`src/rtl/carry_save_adder.sv`:
```
`default_nettype none
// ============================================================================
// Module      : carry_save_adder
// Description : Registered 3:2 carry-save compressor. Reduces three unsigned
//               WIDTH-bit operands to a bitwise sum vector and an unshifted
//               carry vector in one clock, with no carry propagation on the
//               registered path. A resolved total is derived combinationally
//               from the registered vectors, so it lines up with out_valid.
// Ports       :
//   clk        in   1         rising-edge clock
//   rst        in   1         asynchronous active-high reset
//   in_valid   in   1         a/b/c qualify this cycle
//   a, b, c    in   WIDTH     unsigned operands
//   out_valid  out  1         sum/carry/total hold a result
//   sum        out  WIDTH     a ^ b ^ c
//   carry      out  WIDTH     majority(a,b,c); bit i weighs 2^(i+1)
//   total      out  WIDTH+2   sum + (carry << 1), zero-extended
// Revision    : 1.0 - initial release
// ============================================================================
module carry_save_adder #(
  parameter int WIDTH = 16
) (
  input  logic               clk,
  input  logic               rst,
  input  logic               in_valid,
  input  logic [WIDTH-1:0]   a,
  input  logic [WIDTH-1:0]   b,
  input  logic [WIDTH-1:0]   c,
  output logic               out_valid,
  output logic [WIDTH-1:0]   sum,
  output logic [WIDTH-1:0]   carry,
  output logic [WIDTH+1:0]   total
);

  logic [WIDTH-1:0] w_sum;
  logic [WIDTH-1:0] w_carry;
  logic [WIDTH+1:0] w_total;

  logic             r_out_valid;
  logic [WIDTH-1:0] r_sum;
  logic [WIDTH-1:0] r_carry;

  // Full-adder per bit position, no ripple between positions.
  assign w_sum   = a ^ b ^ c;
  assign w_carry = (a & b) | (a & c) | (b & c);

  // sum and carry are only loaded on valid cycles; they hold otherwise so
  // the last result stays observable while out_valid is low.
  always_ff @(posedge clk or posedge rst) begin
    if (rst) begin
      r_out_valid <= 1'b0;
      r_sum       <= '0;
      r_carry     <= '0;
    end else begin
      r_out_valid <= in_valid;
      if (in_valid) begin
        r_sum   <= w_sum;
        r_carry <= w_carry;
      end
    end
  end

  // Carry is stored unshifted; the shift happens here so the MSB carry-out
  // lands in bit WIDTH and nothing is lost. Two extra bits cover 3*(2^W-1).
  assign w_total = {2'b00, r_sum} + {1'b0, r_carry, 1'b0};

  assign out_valid = r_out_valid;
  assign sum       = r_sum;
  assign carry     = r_carry;
  assign total     = w_total;

endmodule
`default_nettype wire

```
`config.mk`:
```
export PLATFORM = sky130hd
export DESIGN_NAME = carry_save_adder
export DESIGN_NICKNAME = d
export VERILOG_FILES = /design/src/rtl/carry_save_adder.sv
export SDC_FILE = /design/constraint.sdc
export NUM_CORES = 1
export LEC_CHECK = 0
export ABC_AREA = 1
export BUFFER_PORTS_ARGS = -buffer_cell sky130_fd_sc_hd__buf_4
export CORE_ASPECT_RATIO = 0.75
export CORE_MARGIN = 10
export CORE_UTILIZATION = 35
export CTS_CLUSTER_DIAMETER = 200
export DETAILED_ROUTE_END_ITERATION = 7
export PLACE_DENSITY = 0.58
export SLEW_MARGIN = 20
export SYNTH_ARGS = -nofsm -noshare
export SYNTH_HDL_FRONTEND = slang
export SYNTH_SLANG_ARGS = --single-unit
```
`constraint.sdc`:
```
create_clock -name clk -period 2.73 [get_ports clk]
set_input_delay 0.819 -clock clk [delete_from_list [all_inputs] [get_ports clk]]
set_output_delay 0.819 -clock clk [all_outputs]
set_load 0.01 [all_outputs]
```
==> flow_summary_export.csv <==
group,metric,value,unit
sta,fin_crit_sh,1.03,
pwr,p_sw,1.00,mW
status,violations,"setup timing",
pwr,p_leak,1.84,nW
critical_path,crit_fanout,3,
critical_path,r2r-start,"sum[1]$_DFFE_PP0P_",
grt,grt_usage,0.129,
sta,layout_min_cycle_time,2.81,ns
yosys,synth_top_family_by_area,"adder cells",
floorplan,core,0.00686,mm²
yosys,yosysTopAreaCell,"dfrtp_1",
yosys,synthArstFlopShare,1.00,
yosys,synth_compound_area_frac,0.0181,
detailed_routing,viasPerCell,4.46,
sta,tightest_slew,0.647,ns
critical_path,criticalPathCategory,"register to output pin",
pwr,swShare,0.403,
final_layout,drive_gt1_frac,0.483,
yosys,synthAdderAreaFrac,0.212,
sta,hold_viol,0,
critical_path,reg2reg_slack,1.85,ns
critical_path,cpMaxStageDelayCell,"dfrtp_1",
final_layout,diodes,0,
yosys,postSynthAreaPerCell,9.27,µm²
yosys,synth_nets,352,
clocking,numCtsBuffers,5,
yosys,ys_types,23,
job,cap_violations,0,
sta,final-max-slew-violation-count,0,
place,port_buffers,101,
critical_path,crit_cells,9,
grt,grt_pass1_vias,2326,
clocking,clkTransAtPathRegs,0.07,ns
yosys,yosys_warnings,0,
grt,gr-total-overflow,0,
pwr,fin_total_pwr,2.49,mW
critical_path,arrival,1.99,ns
final_layout,syn2layout_area_growth,46.5,%
clocking,ctsHoldBuffers,0,
final_layout,design_area,0.00365,mm²
yosys,ys_seq_area_frac,0.331,
floorplan,row_count,26,
place,place.gp.congestion,0.868,
detailed_routing,routed_wl,6.86,mm
clocking,cts_tree,"done",
pwr,pwr-share-seq,0.267,
sta,fin_ws,-0.0821,ns
final_layout,fillerInstances,656,
pwr,p_int,1.49,mW
floorplan,die_area,0.0109,mm²
pwr,power_frac_comb,0.590,
yosys,syn-instance-count,269,
yosys,synthFlopType,"dfrtp_1",
clocking,cts_sinks,33,
pwr,power_density,683,mW/mm²
yosys,ys_ff_latch,33,
critical_path,cp.required,1.91,ns
yosys,muxShareOfSynthArea,0.140,
critical_path,crit_chain,"ha_2 -> fa_2 -> nand2_1 -> nand2_1 -> nand3b_1 -> nand2_2 -> buf_4 -> xor2_1 -> buf_4",
critical_path,endpoint,"total[7]",
floorplan,dieHeight,93.1,µm
clocking,h-tree-depth,2,
detailed_routing,ant_nets,0,
yosys,yosys.area_share.simple,0.206,
detailed_routing,wl_per_cell,14.4,µm
place,place_ws,0.188,ns
critical_path,path_delay_family,"adder cells",
critical_path,crit_start,"sum[1]$_DFFE_PP0P_",
grt,antenna_found_initial,0,
floorplan,initial_core_util,0.363,
status,status,"complete, but fails checks",
final_layout,nets,461,
pwr,p_clk_frac,0.143,
sta,fin_skew,0,ns
detailed_routing,drc,0,
place,dpl.hpwl,5.70,mm
floorplan,pin_count,102,
sta,rsz0062_at_grt,"true",
sta,timing.fmax,356,MHz
hold_path,hold_path_class,"register to register",
detailed_routing,first_pass_iters,4,
yosys,yosys.area_share.xor_xnor,0.0246,
yosys,synth_area,0.00249,mm²
grt,grt_start_max_net_pins,35,
yosys,synth_top_area_frac,0.331,
floorplan,chipWidth,117,µm
yosys,synthTopCellsByCount,"nand2_1, inv_1, dfrtp_1",
critical_path,cpPeakStageDelay,0.38,ns
yosys,yosysMostFrequentCell,"nand2_1",
critical_path,worst-path-buf-inv,2,
critical_path,reg2regPathDepth,2,
pwr,peakVddDrop,285,µV
critical_path,worst_setup_path_end_kind,"output pin",
clocking,clock-root-buffer,"clkbuf_8",
detailed_routing,vias,2126,
yosys,synth_edf_count,0,
yosys,synth_area_leaders,"dfrtp_1, mux2_2, fa_1",
place,dpl-instance-area,0.00336,mm²
sta,setup_viol,4,
grt,grt_pass1_wl,11.6,mm
critical_path,cp-start-kind,"register",
clocking,clock_path_buffers,2,
critical_path,r2r-end,"sum[1]$_DFFE_PP0P_",
sta,worst_slew_margin_rel,0.568,
detailed_routing,drt_iter0_drc,113,
sta,setup_tns,-0.122,ns
clocking,worstSkewPairLatency,0.28,ns
-- placed cells by master (no fill, tap or decap), drive strengths merged --
cell	netlist	final
o21ai	1	1
ha	15	15
a21oi	8	8
nor2	12	12
dfrtp	33	33
nand3b	2	2
clkbuf	0	8
buf	5	107
mux2	31	31
inv	37	37
fa	17	17
xor2	6	6
or2	2	2
nand3	9	9
and2	1	1
nor3	3	3
nand2	85	85
nand4	1	1
xnor2	1	1
-- stage by stage --
stage | hold slack, ns | cells | util
4_1_cts | 0.547 | 475 | 0.507
3_3_place_gp | 0.523 | 464 | 0.490
6_report | 0.553 | 477 | 0.532
5_1_grt | 0.577 | 477 | 0.532
3_5_place_dp | 0.534 | 464 | 0.490
2_1_floorplan | 0.573 | 269 | -
-- power groups by stage --
stage                     Sequential, mW  Combinational, mW  Clock (mW)
after floorplan                    0.671              0.733           0
after global placement             0.650               1.35           0
after detailed placement           0.655               1.35           0
after CTS                          0.646               1.38       0.369
after global routing               0.681               1.65       0.396
final                              0.667               1.47       0.356
-- worst min path at each step --
stage,depth (start not counted),endpoint,slack [ns],from
after global routing,1,carry[3]$_DFFE_PP0P_,0.58,carry[3]$_DFFE_PP0P_
after detailed placement,1,carry[13]$_DFFE_PP0P_,0.53,carry[13]$_DFFE_PP0P_
after global placement,1,sum[1]$_DFFE_PP0P_,0.52,sum[1]$_DFFE_PP0P_
final,1,sum[0]$_DFFE_PP0P_,0.55,sum[0]$_DFFE_PP0P_
after floorplan,1,sum[0]$_DFFE_PP0P_,0.57,sum[0]$_DFFE_PP0P_
after CTS,1,sum[14]$_DFFE_PP0P_,0.55,sum[14]$_DFFE_PP0P_
-- per-layer routing --
metal | routed length, µm | vias up | global-route usage
li1 | - | 1070 | -
met1 | 3300 | 986 | 0.166
met2 | 3100 | 62 | 0.206
met3 | 385 | 8 | 0.0354
met4 | 80 | 0 | 0.0405
met5 | 0 | - | 0
-- cell type report --
type / count / area (µm²) / share of cell area
Sequential cell: 33 / 828 / 0.227
Clock buffer: 8 / 80.1 / 0.0219
Multi-Input combinational cell: 194 / 1650 / 0.452
Tap cell: 98 / 123 / 0.0336
Timing Repair Buffer: 107 / 831 / 0.227
Inverter: 37 / 139 / 0.0380
-- cells by family after synthesis --
kind of cell	after synthesis
muxes	31
AOI/OAI and AO/OA	9
and+or+nand+nor	115
DFF	33
adders and majority gates	32
xor gates and xnor gates	7
buffers and inverters	42
-- repair_timing --
| action | CTS | global route |
|---|---|---|
| buffers inserted | 3 | 2 |
| gates resized for setup | 4 | 27 |
| endpoints found under the setup margin | 7 | 11 |
| pin swaps | 0 | 4 |
| hold endpoints to repair | 0 | 0 |
-- sequential cells by signal (all words and copies together), names as in the netlist --
signal and flops:
carry 16, sum 16, out_valid 1
-- worst register-to-register path, cell delays in order, from the launching register on --
cell and delay [ns]:
dfrtp_1 0.38, buf_4 0.14, mux2_2 0.25
No activity file was read; power rests on OpenSTA's default activity.
